[src/rtl/div32_seq.sv]
// Iterative radix-2 restoring divider: one quotient bit per cycle behind a
// start/busy/done handshake, with adder-style flags plus divide-by-zero.
module div32_seq #(
   parameter int WIDTH = 32
) (
   input  logic             clk,
   input  logic             rst_n,
   input  logic             start,
   input  logic             sign,
   input  logic [WIDTH-1:0] A,
   input  logic [WIDTH-1:0] B,
   output logic             busy,
   output logic             done,
   output logic [WIDTH-1:0] Q,
   output logic [WIDTH-1:0] R,
   output logic             DZ,
   output logic             OF,
   output logic             SF,
   output logic             ZF
);

   typedef enum logic [1:0] {IDLE, CALC, FIX, DONE} state_t;

   localparam logic [5:0]       LAST    = 6'(WIDTH - 1);
   localparam logic [WIDTH-1:0] MIN_NEG = {1'b1, {(WIDTH-1){1'b0}}};

   state_t           state, state_nxt;
   logic [5:0]       cnt;
   logic [WIDTH-1:0] dvd, dvs, rem;
   logic             neg_q, neg_r;
   logic [WIDTH:0]   shifted, trial;
   logic             accept, is_dz, is_ovf;

   function automatic logic [WIDTH-1:0] cneg(input logic [WIDTH-1:0] v, input logic n);
      return n ? (~v + 1'b1) : v;
   endfunction

   function automatic logic [WIDTH-1:0] mag(input logic [WIDTH-1:0] v, input logic s);
      return cneg(v, s & v[WIDTH-1]);
   endfunction

   assign accept  = start && ((state == IDLE) || (state == DONE));
   assign is_dz   = (B == '0);
   assign is_ovf  = sign && (A == MIN_NEG) && (B == '1);
   // Partial remainder stays below the divisor, so bit WIDTH of the trial is its sign.
   assign shifted = {rem, dvd[WIDTH-1]};
   assign trial   = shifted - {1'b0, dvs};

   always_comb begin
      state_nxt = state;
      case (state)
         IDLE, DONE: begin
            if (start) state_nxt = (is_dz || is_ovf) ? DONE : CALC;
            else       state_nxt = IDLE;
         end
         CALC:    if (cnt == LAST) state_nxt = FIX;
         FIX:     state_nxt = DONE;
         default: state_nxt = IDLE;
      endcase
   end

   always_ff @(posedge clk or negedge rst_n) begin
      if (!rst_n) begin
         state <= IDLE;
         cnt   <= '0;
         Q     <= '0;
         R     <= '0;
         DZ    <= 1'b0;
         OF    <= 1'b0;
      end else begin
         state <= state_nxt;
         if (accept) begin
            cnt <= '0;
            if (is_dz) begin
               Q  <= '1;
               R  <= A;
               DZ <= 1'b1;
               OF <= 1'b0;
            end else if (is_ovf) begin
               Q  <= MIN_NEG;
               R  <= '0;
               DZ <= 1'b0;
               OF <= 1'b1;
            end
         end else if (state == CALC) begin
            if (cnt != LAST) cnt <= cnt + 6'd1;
         end else if (state == FIX) begin
            Q  <= cneg(dvd, neg_q);
            R  <= cneg(rem, neg_r);
            DZ <= 1'b0;
            OF <= 1'b0;
         end
      end
   end

   // Iteration datapath: dvd shifts the dividend out and the quotient in.
   always_ff @(posedge clk) begin
      if (accept) begin
         dvd   <= mag(A, sign);
         dvs   <= mag(B, sign);
         rem   <= '0;
         neg_q <= sign & (A[WIDTH-1] ^ B[WIDTH-1]);
         neg_r <= sign & A[WIDTH-1];
      end else if (state == CALC) begin
         dvd <= {dvd[WIDTH-2:0], ~trial[WIDTH]};
         rem <= trial[WIDTH] ? shifted[WIDTH-1:0] : trial[WIDTH-1:0];
      end
   end

   assign busy = (state == CALC) || (state == FIX);
   assign done = (state == DONE);
   assign SF   = Q[WIDTH-1];
   assign ZF   = (Q == '0);

endmodule

[config.mk]
export PLATFORM = sky130hd
export DESIGN_NAME = div32_seq
export DESIGN_NICKNAME = d
export VERILOG_FILES = /design/src/rtl/div32_seq.sv
export SDC_FILE = /design/constraint.sdc
export NUM_CORES = 1
export LEC_CHECK = 0
export CAP_MARGIN = 0
export CORE_MARGIN = 3
export CORE_UTILIZATION = 40
export DETAILED_ROUTE_END_ITERATION = 8
export GPL_TIMING_DRIVEN = 0
export PLACE_DENSITY = 0.66
export SETUP_SLACK_MARGIN = 0.1
export SYNTH_ARGS = -nofsm -noshare
export SYNTH_HDL_FRONTEND = slang
export SYNTH_SLANG_ARGS = --single-unit
[constraint.sdc]
create_clock -name clk -period 3.9 [get_ports clk]
set_input_delay 0.39 -clock clk [delete_from_list [all_inputs] [get_ports clk]]
set_output_delay 0.39 -clock clk [all_outputs]
set_load 0.01 [all_outputs]
### Yosys cells after proc, flatten, opt, wreduce, memory -nomap -nowiden

Index checks and enable logic that the tools add are counted.

| cells by class | value |
|---|---|
| $add $sub $neg | 6 |
| eq/ne operators | 10 |
| muxes and demuxes | 32 |
| bitwise operators | 9 |
| reductions and logical operators | 15 |

Operator list:

| cell | count |
|---|---|
| 2-to-1 mux 32 bit | 17 |
| adder 32 x 1 -> 32 bit (second input constant) | 4 |
| inverter 32 bit | 4 |
| == test 32 bit (second input constant) | 2 |
| zero test 32 bit | 2 |
| subtractor 33 x 32 -> 33 bit | 1 |
| 2-to-1 mux 6 bit | 3 |
| 2-to-1 mux 1 bit | 8 |
| adder 6 x 1 -> 6 bit (second input constant) | 1 |
| == test 6 x 5 -> 1 bit (second input constant) | 1 |
| 2-to-1 mux 2 bit | 3 |
| inequality test 6 x 5 -> 1 bit (second input constant) | 1 |
| case mux 2 bit (3 select lines) | 1 |
| nonzero test 2 bit | 3 |
| == test 2 bit (second input constant) | 2 |
| inequality test 2 bit (second input constant) | 2 |
| bitwise AND 1 bit | 3 |
| logical AND 1 bit | 3 |
| logical OR 1 bit | 3 |
| inequality test 3 x 1 -> 1 bit (second input constant) | 1 |
| AND reduction 3 bit | 1 |
| == test 2 x 1 -> 1 bit (second input constant) | 1 |
| zero test 2 bit | 1 |
| AND reduction 2 bit | 1 |
| other kinds (3) | 3 |

| storage, ports and cells | value |
|---|---|
| register bits after elaboration | 172 |
| output and inout port bits | 70 |
| logic and storage cells | 83 |

### Longest topological paths before layout

Gate-level depths: netlist of the first run.

| logic depth | value |
|---|---|
| word-level depth | 7 |
| gate-level depth with buffers | 13 |
| mapped depth without buffers | 12 |

### Worst setup path after synthesis of the first run

Ideal clock, no wire load.

| timing | value |
|---|---|
| path kind | reg2reg |
| start point | reg dvd[31] |
| end point | reg rem[30] |
| arrival time | 2865 ps |
| required time | 3784 ps |
| path slack | 918 ps |
| cell stages (with the launch flop) | 14 |
| path buffers | 1 |
| period minus slack after synthesis | 2982 ps |
| cells stage by stage | edfxtp_1 -> inv_1 -> ha_1 -> fa_1 -> nor2b_1 -> o2111ai_1 -> a31oi_1 -> o21ai_1 -> o21ai_1 -> a311oi_4 -> xnor2_1 -> buf_2 -> o32ai_1 -> a41o_1 |

| on the way | value |
|---|---|
| longest elaborated chain between the ends | 2 |

RTL lines:

| item | RTL line | RTL |
|---|---|---|
| start, declared | 29 | `logic [WIDTH-1:0] dvd, dvs, rem;` |
| start signal, assigned | 99 | `dvd <= mag(A, sign);` |
| start signal, assigned | 105 | `dvd <= {dvd[WIDTH-2:0], ~trial[WIDTH]};` |
| subtractor 33 x 32 -> 33 bit | 47 | `assign trial = shifted - {1'b0, dvs};` |
| 2-to-1 mux 32 bit | 106 | `rem <= trial[WIDTH] ? shifted[WIDTH-1:0] : trial[WIDTH-1:0];` |
| end signal, assigned | 106 |  |
| end, declared | 29 |  |

Every way passes these cells.
A chain may end at the register's enable or synchronous reset.

### Worst setup path after layout of the first run

Same ends and word-level chain as after synthesis.

==> metrics, run 1 <==
Clk pin slew, worst setup/hold paths 0.07 ns; routability cong. 0.910; Filler Cell Count 2642; CP Data Arrival Time 3.90 ns; clk_lat worst skew 0.44 ns; Reg2Reg Depth 13; setup TNS 0 ns; CP Capture Type register; Leakage 5.58 nW; async set-reset flop share out of synthesis 43.0%; Worst setup SP type register; pin count of the biggest net entering global routing 59; Clock Path Buffers 2; placed cell area 13500 um2; fin crit share 91.6%; dominant cell type by area after synthesis edfxtp_1; initial core utilization 41.1%; die height 176 um; first-pass GRT wire length 54.1 mm; unrepaired setup endpoints after global routing no; Setup CP Type register to register; HPWL after DPL 27.0 mm; vias per inst 5.57; Worst Skew 0.0110 ns; Iter 0 DRT Violations 793; Max FO, Critical Path 10; min cycle time layout 3.57 ns; initial antenna violation count 1; outcome completed; vias post-DR 10.7k; DRC Markers 0; die width 176 um; Routed WL 34.4 mm; final slew viol count 0; worst slew margin relative to its limit 13.7%; number of global-route vias before repair 10.3k; #FFs+latches synth 172; number of max-cap violations 0; Port Buffers 137; Hold Path Class primary input to async pin; Worst EP required 4.23 ns; area occupied by registers 4470 um2; num ports 138; sequential share of the synthesized area 38.6%; ranking of synthesized cells by area edfxtp_1 17%, dfrtp_1 16%, nand2_1 6.7%; reg2reg start dvd[31]$_DFFE_PP_; Post-Syn Instances 1360; Core ar. 28200 um2; Area Overhead vs Synth 21.7%; setup violators final 0; Peak supply drop 0.000391 V; total gr overflow 0; r2r endpoint rem[30]$_SDFFE_PP0P_; design area 14100 um2; Fin. Hold Viols 0; pwr dens 864 nW/um2; Syn Area/Cell 8.52 um2; # clock sinks 172; Top FF cell, synth dfrtp_1; post-route ant nets 0; area of the multi-input gates 6600 um2; CTS tree done; Post-synth EDFFs 66; final net count 1630; H-tree Lvls 4; total power 12.2 mW; full die area 31100 um2; Root Buffer clkbuf_16; # rows 61; FMAX 280 MHz; Netlist cell types 71; drt wl/cell 18.0 um; R2R setup slack 0.33 ns; GRT Total Usage 21.9%; Ys Warns 0; layout cells sized above 1 5.09%; Slew @ Worst Pin 1.29 ns; Synth Cell Area 11600 um2; drt first pass iters 5; Yosys top cell area share 17.1%; syn_nets 1470; total CTS buffers 17
## timing repair
item,CTS,global route
setup buffers,0,1
cloned,0,0
pin swaps,0,1
hold endpoints to repair,16,0
hold buffers,1,0
endpoints found under the setup margin,10,38
resized for setup,1,11
## state kept, by name, indices dropped and copies added (netlist names)
| register | cells |
|---|---|
| Q | 32 |
| neg_q | 1 |
| R | 32 |
| dvd | 32 |
| DZ | 1 |
| OF | 1 |
| cnt | 6 |
| neg_r | 1 |
| dvs | 32 |
| state | 2 |
| rem | 32 |
## worst max path at each step
stage / to / start / slack [ns] / depth (start not counted)
finish: rem[30]$_SDFFE_PP0P_ / dvd[31]$_DFFE_PP_ / 0.33 / 13
CTS: dvd[0]$_DFFE_PP_ / dvd[31]$_DFFE_PP_ / 0.11 / 12
global route: rem[26]$_SDFFE_PP0P_ / dvd[31]$_DFFE_PP_ / 0.13 / 13
global placement: cnt[2]$_DFFE_PN0P_ / rst_n / -0.23 / 1
floorplan: rem[30]$_SDFFE_PP0P_ / dvd[31]$_DFFE_PP_ / 0.92 / 13
detailed placement: R[18]$_DFFE_PN0P_ / B[0] / -0.01 / 11
## worst max-delay path, cell delays in order, from the launching register on
cell	delay [ns]
edfxtp_1	0.32
inv_1	0.13
ha_1	0.27
fa_1	0.41
nor2b_1	0.20
o2111ai_1	0.20
a31oi_2	0.29
o21ai_2	0.13
o21ai_2	0.28
a311oi_4	0.21
xnor2_2	0.34
clkbuf_4	0.33
o32ai_1	0.12
a41o_1	0.23
## cells in the mapped netlist (13+ instances only)
cell      count
a21o_1       19
a21oi_1      62
a22oi_1      21
a31oi_1      39
clkbuf_1     62
dfrtp_1      74
dfxtp_1      32
edfxtp_1     66
ha_1         41
inv_1        62
nand2_1     208
nand3_1      21
nand4_1      19
nor2_1       66
nor3_1       18
nor4_1       20
o21ai_0     137
o21ai_1      49
o31ai_1      27
or3_1        15
or4_1        13
xnor2_1      86
xor2_1       64
## cells by family (layout without fill, tap and decap cells)
group                    after synthesis  after routing  synth area share, %
AND/OR/NAND/NOR                      431            431                 17.5
AO/OA/AOI/OAI                        414            414                 21.9
flip-flops                           172            172                 38.6
XOR/XNOR                             151            151                 11.5
buffers and inverters                139            312                 4.80
adder cells (fa/ha/maj)               42             42                 4.60
multiplexers                          11             11                 1.10
other                                  0              1                    0
## routing by layer
metal	track usage, %	up-vias	share of wire [%]
met5	0	-	0
met4	7.03	0	2.2
met3	3.18	63	6.0
met2	38.3	369	49
met1	27.7	4994	43
li1	-	5225	-
## stage by stage
step / worst slack (ns) / hold slack (ns) / util [%] / instances
after floorplan: 0.918 / 0.0944 / - / 1360
after global placement: -0.226 / 0.473 / 47.7 / 1875
after detailed placement: -0.0139 / 0.281 / 47.9 / 1877
after CTS: 0.114 / 0.364 / 49.9 / 1910
after global routing: 0.129 / 0.371 / 50.1 / 1911
final: 0.329 / 0.358 / 50.1 / 1912
## final cells by class
type | instances | area share [%]
Timing Repair Buffer | 141 | 10.2
Antenna cell | 1 | 0.0177
Clock inverter | 13 | 0.834
Sequential cell | 172 | 31.7
Clock buffer | 19 | 3.07
Buffer | 76 | 2.32
Inverter | 63 | 1.68
Multi-Input combinational cell | 1049 | 46.8
Tap cell | 378 | 3.35
## cell usage in the layout (no fill, tap or decap), types with 9 or more instances in the layout
cell type and n:
clkbuf_16 17, nor2b_1 9, dfxtp_1 32, inv_1 62, or4_1 13, dfrtp_1 74
nand4_1 19, nor4_1 18, buf_2 9, xor2_1 64, a21o_1 19, ha_1 41
edfxtp_1 66, nor3_1 18, a31oi_1 38, or3_1 15, clkbuf_1 61, a21oi_1 62
xnor2_1 85, o31ai_1 27, nor2_1 66, a211oi_1 11, nand3_1 21, o21ai_1 47
o21ai_0 137, o41ai_1 11, a22oi_1 21, clkdlybuf4s50_1 136, nand2_1 208
## power breakdown
part / internal (mW) / switching [mW] / total, mW
registers: 2.86 / 0.801 / 3.66
logic: 2.85 / 4.03 / 6.88
clock network: 0.881 / 0.753 / 1.63
Power figures use the tool's default switching activity.
==> inputs of run 2 (changes only) <==
- GPL_ROUTABILITY_DRIVEN: unset -> 1
==> results of run 2 <==
The final DEF is identical to that of run 1; final timing and power are the same.
==> inputs of run 3 (changes only) <==
- PLACE_DENSITY: 0.66 -> 0.69
- clock period: 3.9 -> 2.95 ns (I/O delays scaled with it)
==> metrics, run 3 (same netlist as run 1, synthesis figures left out) <==
num ports 138 (unchanged); fin crit share 103% (was 91.6%); Routed WL 36.3 mm (was 34.4 mm); number of global-route vias before repair 10.6k (was 10.3k); vias post-DR 11.0k (was 10.7k); Hold Path Class primary input to async pin (unchanged); die height 176 um (unchanged); clk_lat worst skew 0.44 ns (about the same); # placed instances 1876 (was 1877); Clock Path Buffers 2 (unchanged); commonest non-fill, non-tap cells in the layout 194 x nand2_1, 132 x o21ai_0, 130 x clkdlybuf4s50_1 (was 208 x nand2_1, 137 x o21ai_0, 136 x clkdlybuf4s50_1); pin count of the biggest net entering global routing 59 (unchanged); outcome complete, but fails checks (was completed); Reg2Reg Depth 12 (was 13); Setup CP Type register to register (unchanged); DRC Markers 0 (unchanged); total CTS buffers 17 (unchanged); first-pass GRT wire length 55.6 mm (was 54.1 mm); Non-Filler Instances 1952 (was 1912); Peak supply drop 0.000572 V (was 0.000391 V); CP Capture Type register (unchanged); CTS tree done (unchanged); CP Data Arrival Time 3.39 ns (was 3.90 ns); unrepaired setup endpoints after global routing yes (was no); H-tree Lvls 4 (unchanged); Fin. Hold Viols 0 (unchanged); Root Buffer clkbuf_16 (unchanged); Port Buffers 137 (unchanged); Worst EP required 3.31 ns (was 4.23 ns); Leakage 5.93 nW (was 5.58 nW); final setup margin -0.0793 ns (was 0.329 ns); pwr dens 1170 nW/um2 (was 864 nW/um2); routability cong. 0.942 (was 0.910); reg2reg start rem[24]$_SDFFE_PP0P_ (was dvd[31]$_DFFE_PP_); drt wl/cell 18.6 um (was 18.0 um); # clock sinks 172 (unchanged); GRT Total Usage 22.5% (was 21.9%); failing checks setup timing; Clk pin slew, worst setup/hold paths 0.07 ns (about the same); setup violators final 27 (was 0); total power 17.5 mW (was 12.2 mW); post-route ant nets 0 (unchanged); FMAX 330 MHz (was 280 MHz); area of the multi-input gates 6970 um2 (was 6600 um2); Worst setup SP type register (unchanged); initial core utilization 41.1% (unchanged); leading cell type in the layout, fill and taps excluded nand2_1 (unchanged); Hold Slack 0.266 ns (was 0.358 ns); vias per inst 5.65 (was 5.57); layout cells sized above 1 13.0% (was 5.09%); HPWL after DPL 27.1 mm (was 27.0 mm); full die area 31100 um2 (unchanged); R2R setup slack -0.08 ns (was 0.33 ns); Filler Cell Count 2532 (was 2642); Setup crit end rem[0]$_SDFFE_PP0P_ (was rem[30]$_SDFFE_PP0P_); # rows 61 (unchanged); r2r endpoint rem[0]$_SDFFE_PP0P_ (was rem[30]$_SDFFE_PP0P_); number of max-cap violations 0 (unchanged); Area Overhead vs Synth 28.9% (was 21.7%); Worst Skew 0.0123 ns (was 0.0110 ns); final net count 1670 (was 1630); die width 176 um (unchanged); Iter 0 DRT Violations 915 (was 793); Core ar. 28200 um2 (unchanged); worst slew margin relative to its limit 45.0% (was 13.7%); total gr overflow 0 (unchanged); area occupied by registers 4510 um2 (was 4470 um2); setup TNS -0.848 ns (was 0 ns); Core Util, Final 53.0% (was 50.1%); min cycle time layout 3.03 ns (was 3.57 ns); Slew @ Worst Pin 0.825 ns (was 1.29 ns); initial antenna violation count 0 (was 1); Max FO, Critical Path 8 (was 10); final slew viol count 0 (unchanged); drt first pass iters 5 (unchanged); worst setup path startpoint rem[24]$_SDFFE_PP0P_ (was dvd[31]$_DFFE_PP_)
## run 3: final cells by class
cell class	count	share of cell area (%)
antenna	1	0.0168
buffer	74	2.56
clock buffer	18	2.87
clock inverter	14	0.796
inverter	63	1.61
multi-input combinational	1050	46.7
sequential	172	30.2
tap	378	3.17
timing repair buffer	181	12.1
timing repair inverter	1	0.0503
## run 3: stage by stage
stage | area (um2) | setup slack [ns]
floorplan | 11600 | 0.118
global placement | 13400 | -1.05
detailed placement | 13500 | -0.829
CTS | 14500 | -0.150
global route | 14900 | -0.219
finish | 14900 | -0.0793
## run 3: worst min path at each step
stage                        endpoint  slack [ns]             start  cells past startpoint
CTS                  Q[8]$_DFFE_PN0P_        0.26             rst_n                      2
finish               Q[9]$_DFFE_PN0P_        0.27             rst_n                      2
detailed placement   Q[9]$_DFFE_PN0P_        0.19             rst_n                      1
floorplan              DZ$_DFFE_PN0P_     -0.0006             rst_n                      0
global route        Q[10]$_DFFE_PN0P_        0.29             rst_n                      2
global placement     R[7]$_DFFE_PN0P_        0.48  R[7]$_DFFE_PN0P_                      2
## run 3: metal layers
layer	global-route usage (%)	up-vias	wire length, um
li1	-	5309	-
met1	28.6	5258	15400
met2	39.3	386	17900
met3	3.01	74	2090
met4	7.95	0	969
met5	0	-	0
## run 3: worst max-delay path: stages (launching register included)
cell and delay [ns]:
dfxtp_2 0.44, ha_1 0.35, and3_2 0.27, nand4_1 0.20
o221ai_2 0.15, a31oi_4 0.19, o21ai_4 0.09, a311oi_4 0.28
buf_6 0.16, xor2_4 0.26, buf_6 0.14, mux2_4 0.29
a21oi_2 0.11
## run 3: repair_timing
item / 4_1_cts / 5_1_grt
buffers inserted: 21 / 18
gates cloned: 3 / 3
hold buffers: 1 / 0
pin swaps: 14 / 33
setup endpoints to repair: 172 / 121
gates resized for setup: 76 / 80
hold endpoints to repair: 16 / 0
## run 3: power breakdown
| group | switching [mW] | leakage, nW | internal [mW] |
|---|---|---|---|
| clock network | 1.00 | 0.262 | 1.16 |
| registers | 1.11 | 1.83 | 3.81 |
| logic | 5.82 | 3.83 | 4.62 |
| total | 7.93 | 5.93 | 9.59 |
